`src/rtl/nibble_serial_adder_if.sv`:
```
`default_nettype none
// ============================================================================
// Module   : nibble_serial_adder_if
// Brief    : Start/done handshake plus operand and result bus for the
//            nibble-serial wide adder.
// Revision : 1.0 - initial release
// ============================================================================
interface nibble_serial_adder_if #(
    parameter int NIBBLES = 4
);
    localparam int W = 4 * NIBBLES;

    logic         start;
    logic [W-1:0] a;
    logic [W-1:0] b;
    logic         cin;
    logic         busy;
    logic         done;
    logic [W-1:0] sum;
    logic         cout;

    // Requester side: issues operands and start, observes the result.
    modport master (
        output start, a, b, cin,
        input  busy, done, sum, cout
    );

    // Adder side: accepts operands, produces the result and status.
    modport slave (
        input  start, a, b, cin,
        output busy, done, sum, cout
    );
endinterface
`default_nettype wire

```
`src/rtl/nibble_serial_adder.sv`:
```
`default_nettype none
// ============================================================================
// Module   : nibble_serial_adder
// Brief    : Multi-cycle 4*NIBBLES-bit adder. One 4-bit ripple-carry slice is
//            reused once per clock, LSB nibble first, with the inter-nibble
//            carry held in a register. Start/done handshake.
// Revision : 1.0 - initial release
// ============================================================================

// ----------------------------------------------------------------------------
// RippleCarryAdder: plain 4-bit ripple-carry adder, purely combinational.
// ----------------------------------------------------------------------------
module RippleCarryAdder (
    input  wire logic [3:0] A,
    input  wire logic [3:0] B,
    input  wire logic       Cin,
    output logic      [3:0] Sum,
    output logic            Cout
);
    logic w_c;

    // Ripple the carry bit by bit through four full-adder cells.
    always_comb begin
        w_c = Cin;
        Sum = 4'b0000;
        for (int i = 0; i < 4; i++) begin
            Sum[i] = A[i] ^ B[i] ^ w_c;
            w_c    = (A[i] & B[i]) | (w_c & (A[i] ^ B[i]));
        end
        Cout = w_c;
    end
endmodule

// ----------------------------------------------------------------------------
// nibble_serial_adder: top level sequencer around one RippleCarryAdder.
// ----------------------------------------------------------------------------
module nibble_serial_adder #(
    parameter int NIBBLES = 4
) (
    input  wire logic              clk,
    input  wire logic              rst,
    nibble_serial_adder_if.slave   bus
);
    localparam int W    = 4 * NIBBLES;
    localparam int IDXW = $clog2(NIBBLES);
    // Bit offset of a nibble is idx*4, so it needs two more bits than idx.
    localparam int LOW  = IDXW + 2;

    localparam logic [IDXW-1:0] c_last_idx = IDXW'(NIBBLES - 1);

    typedef enum logic [1:0] {
        S_IDLE = 2'b00,
        S_RUN  = 2'b01,
        S_DONE = 2'b10
    } state_t;

    state_t          r_state;
    state_t          w_next;

    logic [W-1:0]    r_a;
    logic [W-1:0]    r_b;
    logic            r_carry;
    logic [IDXW-1:0] r_idx;
    logic [W-1:0]    r_sum;
    logic            r_cout;

    logic [LOW-1:0]  w_lo;
    logic            w_last;
    logic [3:0]      w_add_a;
    logic [3:0]      w_add_b;
    logic [3:0]      w_add_sum;
    logic            w_add_cout;

    // Nibble currently being processed and whether it is the final one.
    assign w_lo    = {r_idx, 2'b00};
    assign w_last  = (r_idx == c_last_idx);

    // Feed the selected operand nibbles and the running carry to the slice.
    assign w_add_a = r_a[w_lo +: 4];
    assign w_add_b = r_b[w_lo +: 4];

    RippleCarryAdder u_rca (
        .A    (w_add_a),
        .B    (w_add_b),
        .Cin  (r_carry),
        .Sum  (w_add_sum),
        .Cout (w_add_cout)
    );

    // State register.
    always_ff @(posedge clk) begin
        if (rst) begin
            r_state <= S_IDLE;
        end else begin
            r_state <= w_next;
        end
    end

    // Next-state logic: start is only looked at in IDLE; DONE lasts one cycle.
    always_comb begin
        w_next = r_state;
        case (r_state)
            S_IDLE: if (bus.start) w_next = S_RUN;
            S_RUN:  if (w_last)    w_next = S_DONE;
            S_DONE: w_next = S_IDLE;
            default: w_next = S_IDLE;
        endcase
    end

    // Datapath: latch operands on accept, then write one sum nibble per cycle.
    always_ff @(posedge clk) begin
        if (rst) begin
            r_a     <= '0;
            r_b     <= '0;
            r_carry <= 1'b0;
            r_idx   <= '0;
            r_sum   <= '0;
            r_cout  <= 1'b0;
        end else begin
            case (r_state)
                S_IDLE: begin
                    if (bus.start) begin
                        r_a     <= bus.a;
                        r_b     <= bus.b;
                        r_carry <= bus.cin;
                        r_idx   <= '0;
                        r_sum   <= '0;
                        r_cout  <= 1'b0;
                    end
                end
                S_RUN: begin
                    r_sum[w_lo +: 4] <= w_add_sum;
                    r_carry          <= w_add_cout;
                    if (w_last) begin
                        r_cout <= w_add_cout;
                    end else begin
                        r_idx  <= r_idx + 1'b1;
                    end
                end
                default: begin
                end
            endcase
        end
    end

    // Status and result outputs come straight from registers.
    assign bus.busy = (r_state != S_IDLE);
    assign bus.done = (r_state == S_DONE);
    assign bus.sum  = r_sum;
    assign bus.cout = r_cout;
endmodule
`default_nettype wire
```
`src/flat_wrapper.sv`:
```
// flat-port wrapper written by rule: the top's interface ports become plain ports
module nibble_serial_adder_flat 
#(
    parameter int NIBBLES = 4
)
  (clk, rst, bus_start, bus_a, bus_b, bus_cin, bus_busy, bus_done, bus_sum, bus_cout);
  nibble_serial_adder_if #(.NIBBLES(NIBBLES)) bus_i ();
  input  wire logic clk;
  input  wire logic rst;
  input wire logic [$bits(bus_i.start)-1:0] bus_start;
  input wire logic [$bits(bus_i.a)-1:0] bus_a;
  input wire logic [$bits(bus_i.b)-1:0] bus_b;
  input wire logic [$bits(bus_i.cin)-1:0] bus_cin;
  output wire logic [$bits(bus_i.busy)-1:0] bus_busy;
  output wire logic [$bits(bus_i.done)-1:0] bus_done;
  output wire logic [$bits(bus_i.sum)-1:0] bus_sum;
  output wire logic [$bits(bus_i.cout)-1:0] bus_cout;
  assign bus_i.start = bus_start;
  assign bus_i.a = bus_a;
  assign bus_i.b = bus_b;
  assign bus_i.cin = bus_cin;
  assign bus_busy = bus_i.busy;
  assign bus_done = bus_i.done;
  assign bus_sum = bus_i.sum;
  assign bus_cout = bus_i.cout;
  nibble_serial_adder #(.NIBBLES(NIBBLES)) u_core (.clk(clk), .rst(rst), .bus(bus_i));
endmodule
```
`config.mk`:
```
export PLATFORM = sky130hd
export DESIGN_NAME = nibble_serial_adder_flat
export DESIGN_NICKNAME = d
export VERILOG_FILES = /design/src/rtl/nibble_serial_adder_if.sv /design/src/rtl/nibble_serial_adder.sv /design/src/flat_wrapper.sv
export SDC_FILE = /design/constraint.sdc
export NUM_CORES = 1
export LEC_CHECK = 0
export BUFFER_PORTS_ARGS = -buffer_cell sky130_fd_sc_hd__buf_4
export CELL_PAD_IN_SITES_DETAIL_PLACEMENT = 0
export CELL_PAD_IN_SITES_GLOBAL_PLACEMENT = 2
export CORE_ASPECT_RATIO = 1.1
export CORE_MARGIN = 1
export CORE_UTILIZATION = 35
export CTS_CLUSTER_DIAMETER = 150
export DETAILED_ROUTE_END_ITERATION = 8
export PLACE_DENSITY = 0.88
export SKIP_CTS_REPAIR_TIMING = 1
export SYNTH_ARGS = -nofsm -noshare
export SYNTH_HDL_FRONTEND = slang
export SYNTH_SLANG_ARGS = --single-unit
```
`constraint.sdc`:
```
create_clock -name clk -period 4.8 [get_ports clk]
set_input_delay 0.72 -clock clk [delete_from_list [all_inputs] [get_ports clk]]
set_output_delay 0.72 -clock clk [all_outputs]
set_load 0.03 [all_outputs]
```
==> flow_metrics.env, run 1 <==
export IMPL_status="completed"
export IMPL_crit_arrival_ps=3280
export IMPL_vdd_drop_max_uv=115
export IMPL_grt_max_degree=47
export IMPL_cts_buffer_depth=2
export IMPL_grt_pass1_wl_um=8220
export IMPL_worst_r2r_setup_slack_ps=1780
export IMPL_relSlewSlack_pct=27.2
export IMPL_setup_viol=0
export IMPL_yosys_area_share_simple_pct=17.7
export IMPL_most_common_layout_cells="nand2_1, buf_4, dfxtp_1"
export IMPL_grt_util_met3_pct=3.78
export IMPL_finalHoldViolations=0
export IMPL_synth_xor_area_share_pct=0
export IMPL_grtUsageMet1_pct=18.6
export IMPL_dr_total_vias=1812
export IMPL_drtPass1Iterations=4
export IMPL_coreArea_mm2=0.00663
export IMPL_antenna_found_initial=0
export IMPL_fillers=683
export IMPL_cp_startpoint="u_core.r_idx[0]"
export IMPL_powerDensity_mw_per_mm2=294
export IMPL_grt_pass1_vias=1722
export IMPL_end_kind="flop"
export IMPL_drtAntennaViolNets=0
export IMPL_worstRegToRegCells=9
export IMPL_cp_num_cells=9
export IMPL_cp_required_ps=5050
export IMPL_worstPathMaxFanout=13
export IMPL_synth_nets=301
export IMPL_p_leak_uw=0.00116
export IMPL_die_area_mm2=0.00725
export IMPL_gp_congestion=0.760
export IMPL_worstSetupPathType="reg2reg"
export IMPL_skew_ps=5.71
export IMPL_initial_core_util_pct=36.5
export IMPL_finalCriticalPeriod_ps=3020
export IMPL_cts_tree="done"
export IMPL_cp_common_cell="fa_1"
export IMPL_drc=0
export IMPL_final_area_mm2=0.00288
export IMPL_synth_adder_area_share_pct=5.37
export IMPL_tightest_slew_ps=1090
export IMPL_post_dp_hpwl_um=3590
export IMPL_critPathMaxStageDelay_ps=540
export IMPL_finalSetupTns_ps=0
export IMPL_crit_chain="buf_4, mux4_2, fa_1, inv_1, fa_1, inv_1, fa_1, nor2b_1, a22o_1"
export IMPL_final_common_cell="nand2_1"
export IMPL_worstHoldPathType="reg2reg"
export IMPL_endpoint="u_core.bus.sum[3]"
export IMPL_r2r_end="u_core.bus.sum[3]"
export IMPL_drv_cap=0
export IMPL_crit_buf_inv=3
export IMPL_synth_edf_count=0
export IMPL_grt_overflow=0
export IMPL_numPortBuffers=54
export IMPL_synth_cells=257
export IMPL_root_buffer="clkbuf_8"
export IMPL_r2r_start="u_core.r_idx[0]"
export IMPL_wirelength_um=5020
export IMPL_drt_iter0_markers=72
export IMPL_grt_most_used_layer="met2"
export IMPL_synth_top_cells_by_area="dfxtp_1, nand2_1, a21oi_1"
export IMPL_nets=345
export IMPL_synth_compound_area_share_pct=15.5
export IMPL_synth_seq_area_share_pct=44.7
export IMPL_worstSetupStartpointType="flop"
export IMPL_vias_per_cell=4.73
export IMPL_slew_viol_final=0
export IMPL_ys_warn_count=0
export IMPL_synth_mux_area_fraction_pct=9.30
export IMPL_dpl_cell_area_mm2=0.00280
export IMPL_gr_usage_all_layers_pct=14.8
export IMPL_synth_ff_type="dfxtp_1"
export IMPL_h_tree_depth=2
export IMPL_cp_slowest_cell="mux4_2"
export IMPL_syn_cell_area_mm2=0.00242
export IMPL_cts_clk_slew_worst_paths_ps=90
export IMPL_finalCritPeriodShare_pct=63.0
export IMPL_io_pin_count=55
export IMPL_fp_dieH_um=89.2
export IMPL_synth_top_area_cell="dfxtp_1"
export IMPL_cpLargestDelayFamily="adder cells"
export IMPL_rows=31
export IMPL_synth_seq_cells=54
export IMPL_die_x_um=81.3
export IMPL_async_flop_share_pct=0
export IMPL_wire_per_inst_um=13.1
export IMPL_drive_gt1_share_pct=25.9
export IMPL_syn_area_per_cell_um2=9.42
export IMPL_cts_sinks=54
export IMPL_gr_usage_met2_pct=24.1
export IMPL_clk_latency_ps=300
export IMPL_synth_top_family_by_area="simple AND/OR/NAND/NOR gates"
export IMPL_fmax_mhz=331
export IMPL_cts_made_buffers=5
export IMPL_area_growth_pct=19.1
export IMPL_grt_setup_unrepaired="false"
export IMPL_synth_distinct_cells=33
export IMPL_diodes=0
export IMPL_synth_top_area_share_pct=44.7
==> report_power, final <==
group | internal [uW] | switching (uW)
Clock | 100 | 140
Combinational | 58.7 | 65.5
Sequential | 468 | 16.2
Total | 627 | 221
==> cell type report <==
type	count	area, um2	share of cell area, %
Clock buffer	6	72.6	2.52
Clock inverter	1	7.51	0.260
Inverter	11	41.3	1.43
Multi-Input combinational cell	173	1160	40.2
Sequential cell	54	1080	37.5
Tap cell	82	103	3.56
Timing Repair Buffer	56	420	14.6
==> cells by family (layout without fill, tap and decap cells) <==
family / Yosys count / in the layout
simple gates: 93 / 93
compound gates: 60 / 60
flops: 54 / 54
buf+inv: 30 / 74
mux: 12 / 12
fa+ha+maj: 8 / 8
==> tightest hold or removal path, delay by kind of cell, from the launching register on <==
kind / cells / cell delay, ps
simple gates: 1 / 50
flops: 1 / 310
compound gates: 1 / 50
==> registers in the layout, indices dropped and copies added, names as in the netlist <==
| register | count |
|---|---|
| u_core.r_idx | 2 |
| u_core.bus.cout | 1 |
| u_core.bus.sum | 16 |
| u_core.r_b | 16 |
| u_core.r_a | 16 |
| u_core.r_carry | 1 |
| u_core.r_state | 2 |
==> per-stage QoR <==
stage	setup slack [ps]	util (%)	hold slack, ps	instances	total power (uW)
after global placement	1810	42.3	444	376	621
after CTS	1740	43.5	461	383	860
after global routing	1590	43.5	479	383	893
after floorplan	1950	-	433	257	584
after detailed placement	1780	42.3	448	376	621
final	1780	43.5	456	383	848
==> cell usage after synthesis, types with 2 or more instances <==
cell type / instances
inv_1: 11
ha_1: 4
buf_2: 4
clkbuf_1: 5
a31oi_1: 3
nand2_1: 69
nor3b_1: 2
dfxtp_1: 54
buf_6: 8
mux4_2: 8
nand3_1: 4
a22o_1: 16
nor2b_1: 3
a21oi_1: 37
fa_1: 4
nor2_1: 6
mux2_2: 3
==> worst min path at each step <==
stage              startpoint              to  cells after the start
4_1_cts        u_core.r_b[14]  u_core.r_b[14]                      2
5_1_grt         u_core.r_b[4]   u_core.r_b[4]                      2
3_5_place_dp   u_core.r_b[14]  u_core.r_b[14]                      2
3_3_place_gp   u_core.r_b[14]  u_core.r_b[14]                      2
2_1_floorplan  u_core.r_a[10]  u_core.r_a[10]                      2
6_report       u_core.r_b[14]  u_core.r_b[14]                      2
==> routing by layer <==
layer,wire [um],part of all wire [%]
met5,0,0
met4,82,1.6
met3,227,4.5
met2,2360,47
met1,2350,47
(Power assumes the default switching activity.)
==> inputs of run 2 (changes only) <==
--- a/config.mk
+++ b/config.mk
@@ -10,10 +10,10 @@
 export CELL_PAD_IN_SITES_GLOBAL_PLACEMENT = 2
 export CORE_ASPECT_RATIO = 1.1
 export CORE_MARGIN = 1
-export CORE_UTILIZATION = 35
+export CORE_UTILIZATION = 29
 export CTS_CLUSTER_DIAMETER = 150
 export DETAILED_ROUTE_END_ITERATION = 8
-export PLACE_DENSITY = 0.88
+export PLACE_DENSITY = 0.79
 export SKIP_CTS_REPAIR_TIMING = 1
 export SYNTH_ARGS = -nofsm -noshare
 export SYNTH_HDL_FRONTEND = slang
==> constraint.sdc (replaced) <==
create_clock -name clk -period 2.55 [get_ports clk]
set_input_delay 0.3825 -clock clk [delete_from_list [all_inputs] [get_ports clk]]
set_output_delay 0.3825 -clock clk [all_outputs]
set_load 0.03 [all_outputs]
==> run 2 against run 1 <==
The flow now finishes with violations (setup timing). Count of clock-buffer cells in the layout shrank 1. Global-route usage is 1.2 points lower. Die area is 20% higher. Core utilization decreased by 6.0 points. Sequential share of layout area fell by 1.3 points. Hold slack got worse by 140 ps. Non-clock buffer count grew 6. Wire length rose by 8.3%. Setup slack worse by 1900 ps. Sequential power rose by 87%. Register-to-register slack got worse by 1900 ps. Critical endpoint is now u_core.bus.sum[7]. Largest cell class unchanged.
==> flow_metrics.env, run 2 (same netlist as run 1, synthesis figures left out) <==
export IMPL_min_from="bus_a[5]"
export IMPL_worstPathMaxFanout=5
export IMPL_cp_required_ps=2760
export IMPL_post_dp_hpwl_um=4090
export IMPL_drc=0
export IMPL_cp_startpoint="u_core.r_idx[0]"
export IMPL_die_area_mm2=0.00872
export IMPL_grt_pass1_wl_um=9110
export IMPL_worstSetupStartpointType="flop"
export IMPL_vias_per_cell=4.67
export IMPL_cts_buffer_depth=2
export IMPL_p_leak_uw=0.00120
export IMPL_diodes=0
export IMPL_worst_r2r_setup_slack_ps=-130
export IMPL_finalCritPeriodShare_pct=105
export IMPL_end_kind="flop"
export IMPL_most_common_layout_cells="nand2_1, buf_4, dfxtp_1"
export IMPL_drt_iter0_markers=23
export IMPL_finalHoldViolations=0
export IMPL_h_tree_depth=2
export IMPL_violations="setup timing"
export IMPL_gp_congestion=0.777
export IMPL_relSlewSlack_pct=59.6
export IMPL_crit_arrival_ps=2890
export IMPL_slew_viol_final=0
export IMPL_grt_setup_unrepaired="true"
export IMPL_drtAntennaViolNets=0
export IMPL_tightest_slew_ps=606
export IMPL_setup_viol=5
export IMPL_drtPass1Iterations=4
export IMPL_nets=351
export IMPL_power_switching_uw=430
export IMPL_numPortBuffers=54
export IMPL_setup_slack_ps=-132
export IMPL_powerDensity_mw_per_mm2=543
export IMPL_skew_ps=13.6
export IMPL_clkPwrFrac_pct=28.3
export IMPL_final_common_cell="nand2_1"
export IMPL_holdPathStages=3
export IMPL_drive_gt1_share_pct=30.6
export IMPL_cts_clk_slew_worst_paths_ps=100
export IMPL_wirelength_um=5440
export IMPL_cts_sinks=54
export IMPL_status="finished with violations"
export IMPL_rows=34
export IMPL_root_buffer="clkbuf_8"
export IMPL_cts_made_buffers=5
export IMPL_gr_usage_all_layers_pct=13.6
export IMPL_combPwrFrac_pct=15.9
export IMPL_grt_overflow=0
export IMPL_r2r_start="u_core.r_idx[0]"
export IMPL_drv_cap=0
export IMPL_clk_latency_ps=310
export IMPL_p_seq_share_pct=55.8
export IMPL_wire_per_inst_um=13.1
export IMPL_worstRegToRegCells=11
export IMPL_coreArea_mm2=0.00800
export IMPL_io_pin_count=55
export IMPL_fin_cells=415
export IMPL_dr_total_vias=1937
export IMPL_post_route_util_pct=37.5
export IMPL_fmax_mhz=373
export IMPL_grt_max_degree=47
export IMPL_antenna_found_initial=0
export IMPL_worstSetupPathType="reg2reg"
export IMPL_die_x_um=89.1
export IMPL_cts_tree="done"
export IMPL_area_growth_pct=23.7
export IMPL_internal_power_uw=1200
export IMPL_numPlacedInstances=408
export IMPL_preCtsSetupSlack_ps=-175
export IMPL_fp_dieH_um=97.8
export IMPL_initial_core_util_pct=30.3
export IMPL_finalCriticalPeriod_ps=2680
export IMPL_vdd_drop_max_uv=203
export IMPL_grt_pass1_vias=1891
export IMPL_worstHoldPathType="in2reg"
export IMPL_swShare_pct=26.5
export IMPL_fillers=891
-- run 2: routing by layer --
| layer | track usage, % | vias up | wire, um |
|---|---|---|---|
| li1 | - | 973 | - |
| met1 | 18.5 | 915 | 2560 |
| met2 | 21.6 | 44 | 2640 |
| met3 | 2.79 | 5 | 182 |
| met4 | 4.40 | 0 | 62 |
| met5 | 0 | - | 0 |
-- run 2: layout make-up --
| class | count | area [um2] | area share, % |
|---|---|---|---|
| flip-flops and latches | 54 | 1080 | 36.2 |
| well taps | 108 | 135 | 4.51 |
| multi-input cells | 173 | 1170 | 39.2 |
| repair buffers | 62 | 478 | 16.0 |
| clock buffers | 5 | 68.8 | 2.30 |
| inverters | 11 | 41.3 | 1.38 |
| clock inverters | 2 | 13.8 | 0.459 |
-- run 2: power groups by stage --
stage / clock (uW) / sequential (uW) / combinational, uW
floorplan: 0 / 919 / 187
global placement: 0 / 928 / 260
detailed placement: 0 / 928 / 263
CTS: 489 / 909 / 264
global route: 521 / 914 / 292
finish: 461 / 907 / 259
-- run 2: stage by stage --
stage               TNS (ps)  power [uW]  hold WS, ps  cell area (um2)
CTS                     -809        1660          305             2990
global route           -1270        1730          292             3000
detailed placement      -734        1190          446             2910
finish                  -556        1630          317             3000
global placement        -499        1190          441             2910
floorplan               -414        1110          433             2450
-- run 2: worst paths after layout --
check                      end
max          u_core.bus.sum[7]
max reg2reg  u_core.bus.sum[7]
min reg2reg     u_core.r_a[11]
min              u_core.r_a[5]
-- run 2: worst max-delay path, stage by stage, from the launching register on --
cell	delay (ps)
dfxtp_4	390
mux4_2	500
inv_2	70
fa_2	190
inv_2	40
fa_2	320
inv_2	60
fa_2	190
inv_2	40
fa_1	430
nor2b_4	150
a22o_1	190
==> inputs of run 3 (changes only) <==
--- a/config.mk
+++ b/config.mk
@@ -5,15 +5,17 @@
 export SDC_FILE = /design/constraint.sdc
 export NUM_CORES = 1
 export LEC_CHECK = 0
+export ABC_AREA = 1
 export BUFFER_PORTS_ARGS = -buffer_cell sky130_fd_sc_hd__buf_4
 export CELL_PAD_IN_SITES_DETAIL_PLACEMENT = 0
 export CELL_PAD_IN_SITES_GLOBAL_PLACEMENT = 2
 export CORE_ASPECT_RATIO = 1.1
 export CORE_MARGIN = 1
-export CORE_UTILIZATION = 29
+export CORE_UTILIZATION = 27
 export CTS_CLUSTER_DIAMETER = 150
 export DETAILED_ROUTE_END_ITERATION = 8
-export PLACE_DENSITY = 0.79
+export GPL_ROUTABILITY_DRIVEN = 0
+export PLACE_DENSITY = 0.8
 export SKIP_CTS_REPAIR_TIMING = 1
 export SYNTH_ARGS = -nofsm -noshare
 export SYNTH_HDL_FRONTEND = slang
==> run 3 against run 2 <==
Critical path depth up 3. Area after synthesis rose by 2.2%. Clock skew rose by 1.4 ps. Synthesized cell count rose by 32%. First-iteration DRC count grew to 2.6 times the previous value. Sequential share of layout area fell by 2.4 points. Sequential cell count stayed put. Wire length grew 14%. Final area is 7.3% higher. Final cell count rose by 24%. The flow still finishes with violations (setup timing). Non-clock buffer count is 9 higher. Combinational power is 50% higher.
==> flow_metrics.env, run 3 <==
export IMPL_drc=0
export IMPL_synth_distinct_cells=24
export IMPL_cp_required_ps=2760
export IMPL_grt_pass1_wl_um=10400
export IMPL_grt_pass1_vias=2234
export IMPL_crit_arrival_ps=2830
export IMPL_wire_per_inst_um=12.0
export IMPL_drv_cap=0
export IMPL_drtPass1Iterations=6
export IMPL_synth_top_area_cell="dfxtp_1"
export IMPL_violations="setup timing"
export IMPL_synth_most_common_cell="nor2_1"
export IMPL_p_leak_uw=0.00138
export IMPL_worstSetupStartpointType="flop"
export IMPL_grt_overflow=0
export IMPL_synth_top_cells_by_area="dfxtp_1, nor2_1, o21ai_0"
export IMPL_most_common_layout_cells="nor2_1, buf_4, dfxtp_1"
export IMPL_fmax_mhz=382
export IMPL_worstRegToRegCells=14
export IMPL_die_area_mm2=0.00955
export IMPL_setup_slack_ps=-67.3
export IMPL_finalCritPeriodShare_pct=103
export IMPL_drt_iter0_markers=59
export IMPL_synth_edf_count=0
export IMPL_finalHoldViolations=0
export IMPL_fp_dieH_um=102
export IMPL_syn_area_per_cell_um2=7.28
export IMPL_synth_top_area_share_pct=43.7
export IMPL_cts_tree="done"
export IMPL_cts_buffer_depth=2
export IMPL_grt_max_degree=35
export IMPL_fillers=961
export IMPL_coreArea_mm2=0.00887
export IMPL_rows=36
export IMPL_cts_clk_slew_worst_paths_ps=100
export IMPL_synth_cells=340
export IMPL_skew_ps=15.0
export IMPL_root_buffer="clkbuf_8"
export IMPL_gr_usage_all_layers_pct=13.9
export IMPL_synth_nets=384
export IMPL_post_dp_hpwl_um=4650
export IMPL_initial_core_util_pct=27.9
export IMPL_antenna_found_initial=0
export IMPL_setup_viol=4
export IMPL_worstHoldPathType="in2reg"
export IMPL_worstPathMaxFanout=6
export IMPL_h_tree_depth=2
export IMPL_area_growth_pct=29.9
export IMPL_post_route_util_pct=36.2
export IMPL_total_power_uw=1900
export IMPL_tightest_slew_ps=813
export IMPL_slew_viol_final=0
export IMPL_holdPathStages=3
export IMPL_clk_latency_ps=310
export IMPL_wirelength_um=6180
export IMPL_finalCriticalPeriod_ps=2620
export IMPL_cp_slowest_cell="fa_1"
export IMPL_worstSetupPathType="reg2reg"
export IMPL_relSlewSlack_pct=45.8
export IMPL_ys_warn_count=0
export IMPL_nets=442
export IMPL_io_pin_count=55
export IMPL_crit_chain="buf_12, o21ai_2, a21oi_2, fa_2, inv_2, fa_2, inv_2, fa_2, inv_2, fa_1, nand3_1, nor2_1, nor2_1, nor2_1"
export IMPL_cts_made_buffers=5
export IMPL_grt_setup_unrepaired="true"
export IMPL_status="finished with violations"
export IMPL_synth_seq_area_share_pct=43.7
export IMPL_critPathMaxStageDelay_ps=430
export IMPL_end_kind="flop"
export IMPL_synth_seq_cells=54
export IMPL_synth_ff_type="dfxtp_1"
export IMPL_die_x_um=93.3
export IMPL_async_flop_share_pct=0
export IMPL_synth_top_cells_by_count="nor2_1, dfxtp_1, o21ai_0"
export IMPL_drtAntennaViolNets=0
export IMPL_diodes=0
export IMPL_vdd_drop_max_uv=240
export IMPL_cts_sinks=54
export IMPL_drive_gt1_share_pct=26.1
export IMPL_vias_per_cell=4.42
export IMPL_syn_cell_area_mm2=0.00247
export IMPL_numPortBuffers=54
export IMPL_powerDensity_mw_per_mm2=592
export IMPL_dr_total_vias=2266
export IMPL_final_common_cell="nor2_1"
-- run 3: cell families after synthesis --
group	share of synthesized area, %
AOI/OAI and AO/OA	16.2
adders and majority gates	5.26
buffers and inverters	8.34
DFF	43.7
and+or+nand+nor	26.5
-- run 3: layer usage --
| layer | wire length (um) | share of wire (%) | vias to the layer above | track usage [%] |
|---|---|---|---|---|
| met4 | 76 | 1.2 | 0 | 4.26 |
| met1 | 2930 | 47 | 997 | 17.4 |
| met5 | 0 | 0 | - | 0 |
| met3 | 214 | 3.5 | 8 | 2.53 |
| met2 | 2960 | 48 | 38 | 24.4 |
| li1 | - | - | 1223 | - |
-- run 3: worst max-delay path: cells and delay by family (launching register included) --
kind / cells / cell delay [ps]
AOI/OAI and AO/OA: 2 / 220
adders and majority gates: 4 / 1330
buffers and inverters: 4 / 300
DFF: 1 / 400
and+or+nand+nor: 4 / 270
-- run 3: through the flow --
step	std cells	area, um2	hold slack [ps]	TNS, ps	setup WS [ps]
floorplan	340	2520	424	0	6.87
global placement	503	3030	441	-222	-83.3
detailed placement	503	3030	448	-342	-126
CTS	511	3140	306	-539	-169
global route	513	3210	323	-865	-192
finish	513	3210	310	-248	-67.3
-- run 3: power breakdown --
part           leakage [uW]  internal (uW)  switching (uW)
registers          0.000445            897            37.2
logic              0.000885            172             217
clock network     0.0000514            293             286
total               0.00138           1360             540
-- run 3: final cells by class --
class / count / area (um2) / area share, %
inverters: 22 / 87.6 / 2.72
multi-input cells: 244 / 1240 / 38.5
repair buffers: 71 / 549 / 17.1
well taps: 114 / 143 / 4.44
clock buffers: 6 / 72.6 / 2.26
flip-flops and latches: 54 / 1090 / 33.8
clock inverters: 2 / 37.5 / 1.17
-- run 3: path summary, 6_finish.rpt --
kind / start / end / slack (ps)
setup / recovery: u_core.r_idx[0] / u_core.bus.sum[3] / -70
hold / removal: bus_a[3] / u_core.r_a[3] / 310
setup reg to reg: u_core.r_idx[0] / u_core.bus.sum[3] / -70
hold reg to reg: u_core.r_b[2] / u_core.r_b[2] / 460
